### src/rtl/axi_pkg.sv
// Shared AXI constants and FSM encoding for the IFU/LSU arbiter.
// Single-beat, single-outstanding AXI4 master.
package axi_pkg;

    typedef enum logic [4:0] {
        ST_IDLE = 5'b00001,
        ST_AR   = 5'b00010,
        ST_R    = 5'b00100,
        ST_AW_W = 5'b01000,
        ST_B    = 5'b10000
    } state_e;

    localparam logic [3:0] AXI_ID_IFU   = 4'd0;
    localparam logic [3:0] AXI_ID_LSU   = 4'd1;

    localparam logic [2:0] AXSIZE_1     = 3'd0;
    localparam logic [2:0] AXSIZE_2     = 3'd1;
    localparam logic [2:0] AXSIZE_4     = 3'd2;
    localparam logic [2:0] AXSIZE_8     = 3'd3;
    localparam logic [1:0] AXBURST_INCR = 2'b01;
    localparam logic [7:0] AXLEN_SINGLE = 8'd0;
    localparam logic [2:0] AXPROT_INSTR = 3'b100;
    localparam logic [2:0] AXPROT_DATA  = 3'b000;
    localparam logic [1:0] XRESP_OKAY   = 2'b00;

    // A response is bad if the slave flagged an error or answered the wrong ID.
    function automatic logic resp_bad(input logic [1:0] resp, input logic [3:0] id,
                                      input logic [3:0] exp_id);
        return (resp != XRESP_OKAY) || (id != exp_id);
    endfunction

endpackage

### src/rtl/rr_arbiter2.sv
// Two-way round-robin picker; bit 0 = IFU, bit 1 = LSU.
// r_last_lsu resets to 1 so the IFU wins the first tie.
module rr_arbiter2 (
    input  logic       clk,
    input  logic       rst,
    input  logic       i_en,
    input  logic [1:0] i_req,
    output logic [1:0] o_gnt,
    output logic       o_last_lsu
);

    logic       r_last_lsu;
    logic [1:0] w_gnt;

    always_comb begin
        w_gnt = 2'b00;
        if (i_en) begin
            case (i_req)
                2'b01:   w_gnt = 2'b01;
                2'b10:   w_gnt = 2'b10;
                2'b11:   w_gnt = r_last_lsu ? 2'b01 : 2'b10;
                default: w_gnt = 2'b00;
            endcase
        end
    end

    always_ff @(posedge clk or posedge rst) begin
        if (rst) begin
            r_last_lsu <= 1'b1;
        end else if (|w_gnt) begin
            r_last_lsu <= w_gnt[1];
        end
    end

    assign o_gnt      = w_gnt;
    assign o_last_lsu = r_last_lsu;

endmodule

### src/rtl/axi_arbiter.sv
// Shares one AXI4 master between the IFU (read-only) and the LSU (read/write).
// One transaction in flight, LEN = 0; all VALID/READY outputs come from registers.
module axi_arbiter #(
    parameter int         ADDR_W = 64,
    parameter int         DATA_W = 64,
    parameter logic [3:0] ID_IFU = 4'd0,
    parameter logic [3:0] ID_LSU = 4'd1
) (
    input  logic              clk,
    input  logic              rst,
    input  logic              ifu_req,
    input  logic [ADDR_W-1:0] ifu_addr,
    output logic              ifu_gnt,
    output logic              ifu_rvalid,
    output logic [31:0]       ifu_rdata,
    input  logic              lsu_req,
    input  logic              lsu_we,
    input  logic [ADDR_W-1:0] lsu_addr,
    input  logic [2:0]        lsu_size,
    input  logic [DATA_W-1:0] lsu_wdata,
    input  logic [7:0]        lsu_wstrb,
    output logic              lsu_gnt,
    output logic              lsu_rvalid,
    output logic [DATA_W-1:0] lsu_rdata,
    output logic              lsu_bvalid,
    output logic              resp_err,
    output logic [4:0]        o_dbg_state,
    output logic [3:0]        ARID,
    output logic [ADDR_W-1:0] ARADDR,
    output logic [7:0]        ARLEN,
    output logic [2:0]        ARSIZE,
    output logic [1:0]        ARBURST,
    output logic              ARLOCK,
    output logic [3:0]        ARCACHE,
    output logic [2:0]        ARPROT,
    output logic [3:0]        ARQOS,
    output logic [3:0]        ARREGION,
    output logic              ARVALID,
    input  logic              ARREADY,
    input  logic [3:0]        RID,
    input  logic [DATA_W-1:0] RDATA,
    input  logic [1:0]        RRESP,
    input  logic              RLAST,
    input  logic              RVALID,
    output logic              RREADY,
    output logic [3:0]        AWID,
    output logic [ADDR_W-1:0] AWADDR,
    output logic [7:0]        AWLEN,
    output logic [2:0]        AWSIZE,
    output logic [1:0]        AWBURST,
    output logic              AWLOCK,
    output logic [3:0]        AWCACHE,
    output logic [2:0]        AWPROT,
    output logic [3:0]        AWQOS,
    output logic [3:0]        AWREGION,
    output logic              AWVALID,
    input  logic              AWREADY,
    output logic [DATA_W-1:0] WDATA,
    output logic [7:0]        WSTRB,
    output logic              WLAST,
    output logic              WVALID,
    input  logic              WREADY,
    input  logic [3:0]        BID,
    input  logic [1:0]        BRESP,
    input  logic              BVALID,
    output logic              BREADY
);

    import axi_pkg::*;

    state_e            r_state;
    state_e            w_next;
    logic [ADDR_W-1:0] r_addr;
    logic [2:0]        r_size;
    logic [2:0]        r_prot;
    logic [3:0]        r_id;
    logic              r_owner_lsu;
    logic [DATA_W-1:0] r_wdata;
    logic [7:0]        r_wstrb;
    logic              r_aw_done;
    logic              r_w_done;

    logic [1:0]        w_gnt;
    logic              w_last_lsu;
    logic              w_awvalid;
    logic              w_wvalid;
    logic              w_aw_fin;
    logic              w_w_fin;
    logic              w_r_last;

    rr_arbiter2 u_rr (
        .clk        (clk),
        .rst        (rst),
        .i_en       (r_state == ST_IDLE),
        .i_req      ({lsu_req, ifu_req}),
        .o_gnt      (w_gnt),
        .o_last_lsu (w_last_lsu)
    );

    always_ff @(posedge clk or posedge rst) begin
        if (rst) begin
            r_state <= ST_IDLE;
        end else begin
            r_state <= w_next;
        end
    end

    always_comb begin
        w_next = r_state;
        case (r_state)
            ST_IDLE: begin
                if (w_gnt[0])      w_next = ST_AR;
                else if (w_gnt[1]) w_next = lsu_we ? ST_AW_W : ST_AR;
            end
            ST_AR:   if (ARREADY) w_next = ST_R;
            ST_R:    if (w_r_last) w_next = ST_IDLE;
            ST_AW_W: if (w_aw_fin && w_w_fin) w_next = ST_B;
            ST_B:    if (BVALID) w_next = ST_IDLE;
            default: w_next = ST_IDLE;
        endcase
    end

    always_comb begin
        w_awvalid  = (r_state == ST_AW_W) && !r_aw_done;
        w_wvalid   = (r_state == ST_AW_W) && !r_w_done;
        w_aw_fin   = r_aw_done || (w_awvalid && AWREADY);
        w_w_fin    = r_w_done  || (w_wvalid && WREADY);
        w_r_last   = (r_state == ST_R) && RVALID && RLAST;
        ifu_gnt    = w_gnt[0];
        lsu_gnt    = w_gnt[1];
        ifu_rvalid = w_r_last && !r_owner_lsu;
        lsu_rvalid = w_r_last && r_owner_lsu;
        lsu_bvalid = (r_state == ST_B) && BVALID;
        resp_err   = 1'b0;
        if (w_r_last)
            resp_err = resp_bad(RRESP, RID, r_id);
        else if (lsu_bvalid)
            resp_err = resp_bad(BRESP, BID, ID_LSU);
    end

    // Request fields are captured at grant so requesters may move on immediately.
    always_ff @(posedge clk or posedge rst) begin
        if (rst) begin
            r_addr      <= '0;
            r_size      <= '0;
            r_prot      <= '0;
            r_id        <= '0;
            r_owner_lsu <= 1'b0;
            r_wdata     <= '0;
            r_wstrb     <= '0;
            r_aw_done   <= 1'b0;
            r_w_done    <= 1'b0;
        end else if (w_gnt[0]) begin
            r_addr      <= ifu_addr;
            r_size      <= AXSIZE_4;
            r_prot      <= AXPROT_INSTR;
            r_id        <= ID_IFU;
            r_owner_lsu <= 1'b0;
            r_aw_done   <= 1'b0;
            r_w_done    <= 1'b0;
        end else if (w_gnt[1]) begin
            r_addr      <= lsu_addr;
            r_size      <= lsu_size;
            r_prot      <= AXPROT_DATA;
            r_id        <= ID_LSU;
            r_owner_lsu <= 1'b1;
            r_wdata     <= lsu_wdata;
            r_wstrb     <= lsu_wstrb;
            r_aw_done   <= 1'b0;
            r_w_done    <= 1'b0;
        end else if (r_state == ST_AW_W) begin
            r_aw_done   <= w_aw_fin;
            r_w_done    <= w_w_fin;
        end
    end

    assign o_dbg_state = r_state;
    assign ifu_rdata   = RDATA[31:0];
    assign lsu_rdata   = RDATA;

    assign ARID     = r_id;
    assign ARADDR   = r_addr;
    assign ARLEN    = AXLEN_SINGLE;
    assign ARSIZE   = r_size;
    assign ARBURST  = AXBURST_INCR;
    assign ARLOCK   = 1'b0;
    assign ARCACHE  = 4'd0;
    assign ARPROT   = r_prot;
    assign ARQOS    = 4'd0;
    assign ARREGION = 4'd0;
    assign ARVALID  = (r_state == ST_AR);
    assign RREADY   = (r_state == ST_R);

    assign AWID     = r_id;
    assign AWADDR   = r_addr;
    assign AWLEN    = AXLEN_SINGLE;
    assign AWSIZE   = r_size;
    assign AWBURST  = AXBURST_INCR;
    assign AWLOCK   = 1'b0;
    assign AWCACHE  = 4'd0;
    assign AWPROT   = r_prot;
    assign AWQOS    = 4'd0;
    assign AWREGION = 4'd0;
    assign AWVALID  = w_awvalid;
    assign WDATA    = r_wdata;
    assign WSTRB    = r_wstrb;
    assign WLAST    = 1'b1;
    assign WVALID   = w_wvalid;
    assign BREADY   = (r_state == ST_B);

    logic w_unused;
    assign w_unused = w_last_lsu;

endmodule
### config.mk
export PLATFORM = sky130hd
export DESIGN_NAME = axi_arbiter
export DESIGN_NICKNAME = d
export VERILOG_FILES = /design/src/rtl/axi_pkg.sv /design/src/rtl/rr_arbiter2.sv /design/src/rtl/axi_arbiter.sv
export SDC_FILE = /design/constraint.sdc
export NUM_CORES = 1
export LEC_CHECK = 0
export CORE_AREA = 3 3 257 259
export CTS_CLUSTER_SIZE = 14
export DETAILED_ROUTE_END_ITERATION = 8
export DIE_AREA = 0 0 260 262
export PLACE_DENSITY = 0.46
export SYNTH_ARGS = -nofsm -noshare
export SYNTH_HDL_FRONTEND = slang
export SYNTH_SLANG_ARGS = --single-unit
### constraint.sdc
create_clock -name clk -period 10.1 [get_ports clk]
set_input_delay 2.02 -clock clk [delete_from_list [all_inputs] [get_ports clk]]
set_output_delay 2.02 -clock clk [all_outputs]
set_load 0.03 [all_outputs]
## Word-level counts from Yosys, hierarchy flattened

Cells that the tools add are included.

| cells by class | value |
|---|---|
| equality and inequality tests | 15 |
| reduce and logical (&&, ||, !) cells | 24 |
| muxes and demuxes | 29 |
| bitwise operators | 1 |

Operator list:

| kind | number |
|---|---|
| 64-bit two-way mux | 2 |
| 5-bit two-way mux | 6 |
| 5-bit case mux with 5 select lines | 1 |
| 3-bit two-way mux | 4 |
| 4-bit two-way mux | 3 |
| 1-bit logical AND | 10 |
| 1-bit two-way mux | 10 |
| 2-bit case mux with 3 select lines | 1 |
| 2-bit nonzero test | 3 |
| 5-bit by 1-bit equality test with 1-bit output, second input constant | 1 |
| 5-bit by 2-bit equality test with 1-bit output, second input constant | 1 |
| 5-bit by 3-bit equality test with 1-bit output, second input constant | 1 |
| 5-bit by 4-bit equality test with 1-bit output, second input constant | 1 |
| 5-bit equality test, second input constant | 1 |
| 5-bit AND reduction | 1 |
| 2-bit equality test, second input constant | 2 |
| 1-bit logical OR | 4 |
| 2-bit two-way mux | 2 |
| 2-bit by 1-bit != test with 1-bit output, second input constant | 2 |
| 2-bit != test, second input constant | 2 |
| 4-bit by 1-bit != test with 1-bit output, second input constant | 1 |
| 4-bit != test | 1 |
| 1-bit zero test | 3 |
| 3-bit != test, second input constant | 1 |
| 5 further kinds | 5 |

| word-level totals | value |
|---|---|
| word-level logic and storage cells | 80 |
| register bits | 155 |

## Logic depth before layout (Yosys ltp)

| depth | value |
|---|---|
| depth after elaboration | 7 |
| gate-level depth with buffers | 8 |
| mapped depth without buffers | 6 |

## Hierarchy

Synthesis repeated with hierarchy kept, for this count alone.

| unflattened totals | value |
|---|---|
| cells, all modules | 732 |
| area, all modules | 7967.6 um2 |

Modules (own cells, without submodules):

| module | area an instance (um2) | seq. area each (um2) | cells an instance | times used |
|---|---|---|---|---|
| axi_arbiter | 7901.3 | 3704.8 | 723 | 1 |
| rr_arbiter2 | 66.3 | 26.3 | 9 | 1 |

## Worst setup path after synthesis

Ideal clock, no wire load.

| timing | value |
|---|---|
| kind | input-to-output |
| from | input BRESP[1] |
| to | output resp_err |
| setup slack | 4872 ps |
| required time | 8080 ps |
| buffers on the path | 0 |
| cell stages on the path | 3 |
| arrival time | 3208 ps |
| path through | or4b_2 > o31ai_1 > o21ai_0 |

| on the way | value |
|---|---|
| word-level cells in the longest chain between the ends | 4 |

RTL lines:

| element | line | text |
|---|---|---|
| from (decl) | axi_arbiter.sv:64 | `input logic [1:0] BRESP,` |
| 2-bit nonzero test | axi_pkg.sv:29 | `return (resp != XRESP_OKAY) \|\| (id != exp_id);` |
| 1-bit logical OR | axi_pkg.sv:29 |  |
| 1-bit two-way mux | axi_arbiter.sv:137 | `else if (lsu_bvalid)` |
| 1-bit two-way mux | axi_arbiter.sv:135 | `if (w_r_last)` |
| to (decl) | axi_arbiter.sv:26 | `output logic resp_err,` |

Every way passes these cells.

## Worst setup path after layout

| timing | value |
|---|---|
| from | input RRESP[1] |
| to | output resp_err |

| on the way | value |
|---|---|
| word-level cells in the longest chain between the ends | 3 |

RTL lines:

| element | line | text |
|---|---|---|
| from (decl) | axi_arbiter.sv:42 | `input logic [1:0] RRESP,` |
| 2-bit nonzero test | axi_pkg.sv:29 |  |
| 1-bit logical OR | axi_pkg.sv:29 |  |
| 1-bit two-way mux | axi_arbiter.sv:135 |  |

Every way passes these cells.

==> metrics.log <==
INFO  metric gr-usage-all-layers = 9.085%
INFO  metric routabilityCongestion = 0.7765
INFO  metric post_synthesis_async_set_or_reset_flop_share = 100.0%
INFO  metric holdBufCountCts = 0
INFO  metric grt_use_met3 = 4.009%
INFO  metric fin_util = 19.10%
INFO  metric first_global_vias = 6259
INFO  metric area_overhead_of_the_layout_relative_to_synthesis = 59.37%
INFO  metric floorplan.die.width = 260 um
INFO  metric gr-max-usage-layer = met2
INFO  metric drt.antenna.violating_nets = 0
INFO  metric crit_path_end_kind = output pin
INFO  metric path_max_fanout = 1
INFO  metric pin_count = 669
INFO  metric rsz0062_at_grt = no
INFO  metric placeableCoreArea = 64120 sq um
INFO  metric worst_pin_slew = 0.9109 ns
INFO  metric report.final.slew_viol_count = 0
INFO  metric final-setup-viol-count = 0
INFO  metric design.final.nets = 1233
INFO  metric finalWorstPathRequiredPeriod = 6.104 ns
INFO  metric final.setup.tns = 0 ns
INFO  metric number_of_buffers_created_by_cts = 17
INFO  metric reg2reg_to = WDATA[11]$_DFFE_PP0P_
INFO  metric cap_viol_max_count = 0
INFO  metric grtUsageMet1 = 8.711%
INFO  metric fmax_achieved = 0.1638 GHz
INFO  metric criticalPathCategory = in -> out
INFO  metric finalHoldViolations = 0
INFO  metric crit_required = 8.08 ns
INFO  metric crit_path_max_incr_delay = 0.61 ns
INFO  metric portion_of_the_clock_cycle_consumed_by_the_worst_path_in_the_final_layout = 60.44%
INFO  metric max_slew_margin = 39.27%
INFO  metric fraction_of_synthesized_cell_area_taken_by_the_top_area_cell_type = 47.87%
INFO  metric worst_voltage_drop_across_the_vdd_grid = 0.2025 mV
INFO  metric ys_ff_latch = 149
INFO  metric mappedNetlistArea = 7684 sq um
INFO  metric cts_tree = yes
INFO  metric synthTopCellsByCount = 232 x sky130_fd_sc_hd__buf_4, 147 x sky130_fd_sc_hd__dfrtp_1, 70 x sky130_fd_sc_hd__inv_1, 64 x sky130_fd_sc_hd__a222oi_1, 40 x sky130_fd_sc_hd__mux2_2
INFO  metric synth.avg_cell_area = 11.57 sq um
INFO  metric cts.reportedPaths.clkPinSlew = 0.06 ns
INFO  metric std_cell_rows = 93
INFO  metric layout_cells_sized_above_1 = 8.996%
INFO  metric outcome = completed
INFO  metric dp_hpwl = 24.98 mm
INFO  metric route.vias.total = 5926
INFO  metric cts-root-buf = sky130_fd_sc_hd__clkbuf_16
INFO  metric grt_max_degree = 68
INFO  metric grt_overflow_total = 0
INFO  metric data_arrival_critical_path = 4.08 ns
INFO  metric hp-start = WDATA[13]$_DFFE_PP0P_
INFO  metric critPathLaunchType = primary input
INFO  metric via_count_normalized_by_instance_count = 3.270
INFO  metric synth_flop_cell = sky130_fd_sc_hd__dfrtp_1
INFO  metric placement.io_buffers = 451
INFO  metric power_density = 359.2 nW/um^2
INFO  metric hold-path-cell-count = 1
INFO  metric fraction_of_met2_tracks_used_by_global_routing = 16.34%
INFO  metric r2r_start = o_dbg_state[3]$_DFFE_PP0P_
INFO  metric cp_cell_sequence = clkdlybuf4s50_1 -> or4_1 -> nor3_1 -> o21ai_0 -> clkdlybuf4s50_1
INFO  metric wire_per_inst = 17.65 um
INFO  metric fin_hold_ws = 0.4872 ns
INFO  metric cts_post_setup_buffers_inserted = 0
INFO  metric r2r_setup_slack = 7.04 ns
INFO  metric timing.hold.worst_endpoint = WDATA[13]$_DFFE_PP0P_
INFO  metric hold_path.class = reg -> reg
INFO  metric number_of_synthesis_warnings = 0
INFO  metric cts_max_path_buffers = 2
INFO  metric remaining_drc_errors = 0
INFO  metric die_footprint = 68120 sq um
INFO  metric sequential_share_of_the_synthesized_area = 48.56%
INFO  metric number_of_flops_mapped_to_enable_cells_by_yosys = 0
INFO  metric synthesized_instance_count = 664
INFO  metric r2r_cells = 6
INFO  metric total_power = 0.004399 W
INFO  metric detailedRoute.firstPassIterationCount = 7
INFO  metric synth.largest_area_cell = sky130_fd_sc_hd__dfrtp_1
INFO  metric yosys.cell_count.top_type = sky130_fd_sc_hd__buf_4
INFO  metric critPathSlowestCell = sky130_fd_sc_hd__clkdlybuf4s50_1
INFO  metric die_y = 262 um
INFO  metric number_of_antenna_violations_at_the_first_check_in_global_routing = 3
INFO  metric global_route_wire_length_before_repair = 43.91 mm
INFO  metric cts.repair.resized = 0
INFO  metric clock_latency_on_the_worst_skew_pair = 0.48 ns
INFO  metric finClkSkew = 0.02817 ns
INFO  metric detailedRoute.firstIterationViolations = 318
INFO  metric power.leakage = 5.038 nW
INFO  metric cts_num_sinks = 149
INFO  metric initial_core_util = 11.98%
INFO  metric crit_path_frequent_cell = sky130_fd_sc_hd__clkdlybuf4s50_1
INFO  metric synthDistinctLibCells = 44
INFO  metric netlist_top_cells_area = sky130_fd_sc_hd__dfrtp_1 48%, sky130_fd_sc_hd__buf_4 23%, sky130_fd_sc_hd__a222oi_1 8.3%
INFO  metric clock_tree.htree_level_count = 4
INFO  metric postRouteWirelength = 31.98 mm
## area by class of cell
| class | count | area (sq um) |
|---|---|---|
| Fill cell | 6980 | 51870 |
| Timing Repair Buffer | 457 | 4559 |
| Sequential cell | 149 | 3731 |
| Multi-Input combinational cell | 247 | 2027 |
| Tap cell | 855 | 1070 |
| Clock buffer | 19 | 442.9 |
| Inverter | 71 | 276.5 |
| Clock inverter | 13 | 136.4 |
| Antenna cell | 1 | 2.502 |
## report_power, final
| part | switching, W | leakage, nW | total (W) | internal (W) |
|---|---|---|---|---|
| clock network | 0.000306 | 0.276 | 0.000659 | 0.000353 |
| registers | 0.000249 | 1.81 | 0.00115 | 0.000901 |
| logic | 0.00150 | 2.96 | 0.00259 | 0.00109 |
| total | 0.00205 | 5.04 | 0.00440 | 0.00234 |
## worst max path at each step
stage / slack [ns] / startpoint / endpoint
after floorplan: 4.08 / rst / ARADDR[0]$_DFFE_PP0P_
after global placement: 3.93 / RRESP[1] / resp_err
after detailed placement: 3.97 / RRESP[1] / resp_err
after CTS: 3.97 / RRESP[1] / resp_err
after global routing: 3.94 / RRESP[1] / resp_err
final: 4.00 / RRESP[1] / resp_err
## layout by cell type, fill, tap and decap left out, types with 3 or more instances in the layout
master                              n
sky130_fd_sc_hd__clkdlybuf4s50_1  451
sky130_fd_sc_hd__dfrtp_1          147
sky130_fd_sc_hd__inv_1             69
sky130_fd_sc_hd__a222oi_1          64
sky130_fd_sc_hd__conb_1            57
sky130_fd_sc_hd__mux2_2            40
sky130_fd_sc_hd__mux2_1            32
sky130_fd_sc_hd__clkbuf_16         17
sky130_fd_sc_hd__nor2_1             9
sky130_fd_sc_hd__inv_6              8
sky130_fd_sc_hd__buf_4              6
sky130_fd_sc_hd__o21ai_0            4
sky130_fd_sc_hd__a22o_1             3
sky130_fd_sc_hd__a21oi_1            3
sky130_fd_sc_hd__clkinvlp_4         3
## cell families (layout without fill, tap and decap cells)
family / Yosys count / in the layout / synth area share, %
xor+xnor: 1 / 1 / 0.1140
buf+inv: 323 / 560 / 27.88
compound gates: 84 / 84 / 10.16
other cells: 2 / 58 / 0.09774
flops: 149 / 149 / 48.56
simple gates: 33 / 33 / 2.638
mux: 72 / 72 / 10.55
## sequential cells by signal (all words and copies together) (netlist names)
signal and flops:
ARPROT 1, ARSIZE 3, WSTRB 8, r_aw_done 1
WDATA 64, o_dbg_state 5, ARID 1, r_w_done 1
ARADDR 64, u_rr.o_last_lsu 1
## metal layers
layer,vias up,part of all wire (%)
li1,2597,-
met3,63,10
met1,2859,33
met4,2,4.1
met5,-,0.034
met2,405,52
## critical path: cells and delay by family
family,cells,cell delay [ns]
and+or+nand+nor,2,0.93
buffers and inverters,2,1.00
AOI/OAI and AO/OA,1,0.13
## stage by stage
step                setup WS [ns]  cell area [sq um]  cells
floorplan                   4.075               7890    719
global placement            3.931              11660   1779
detailed placement          3.968              11660   1779
CTS                         3.968              12240   1811
global route                3.943              12250   1812
finish                      3.996              12250   1812
No activity file was read; power rests on OpenSTA's default activity.
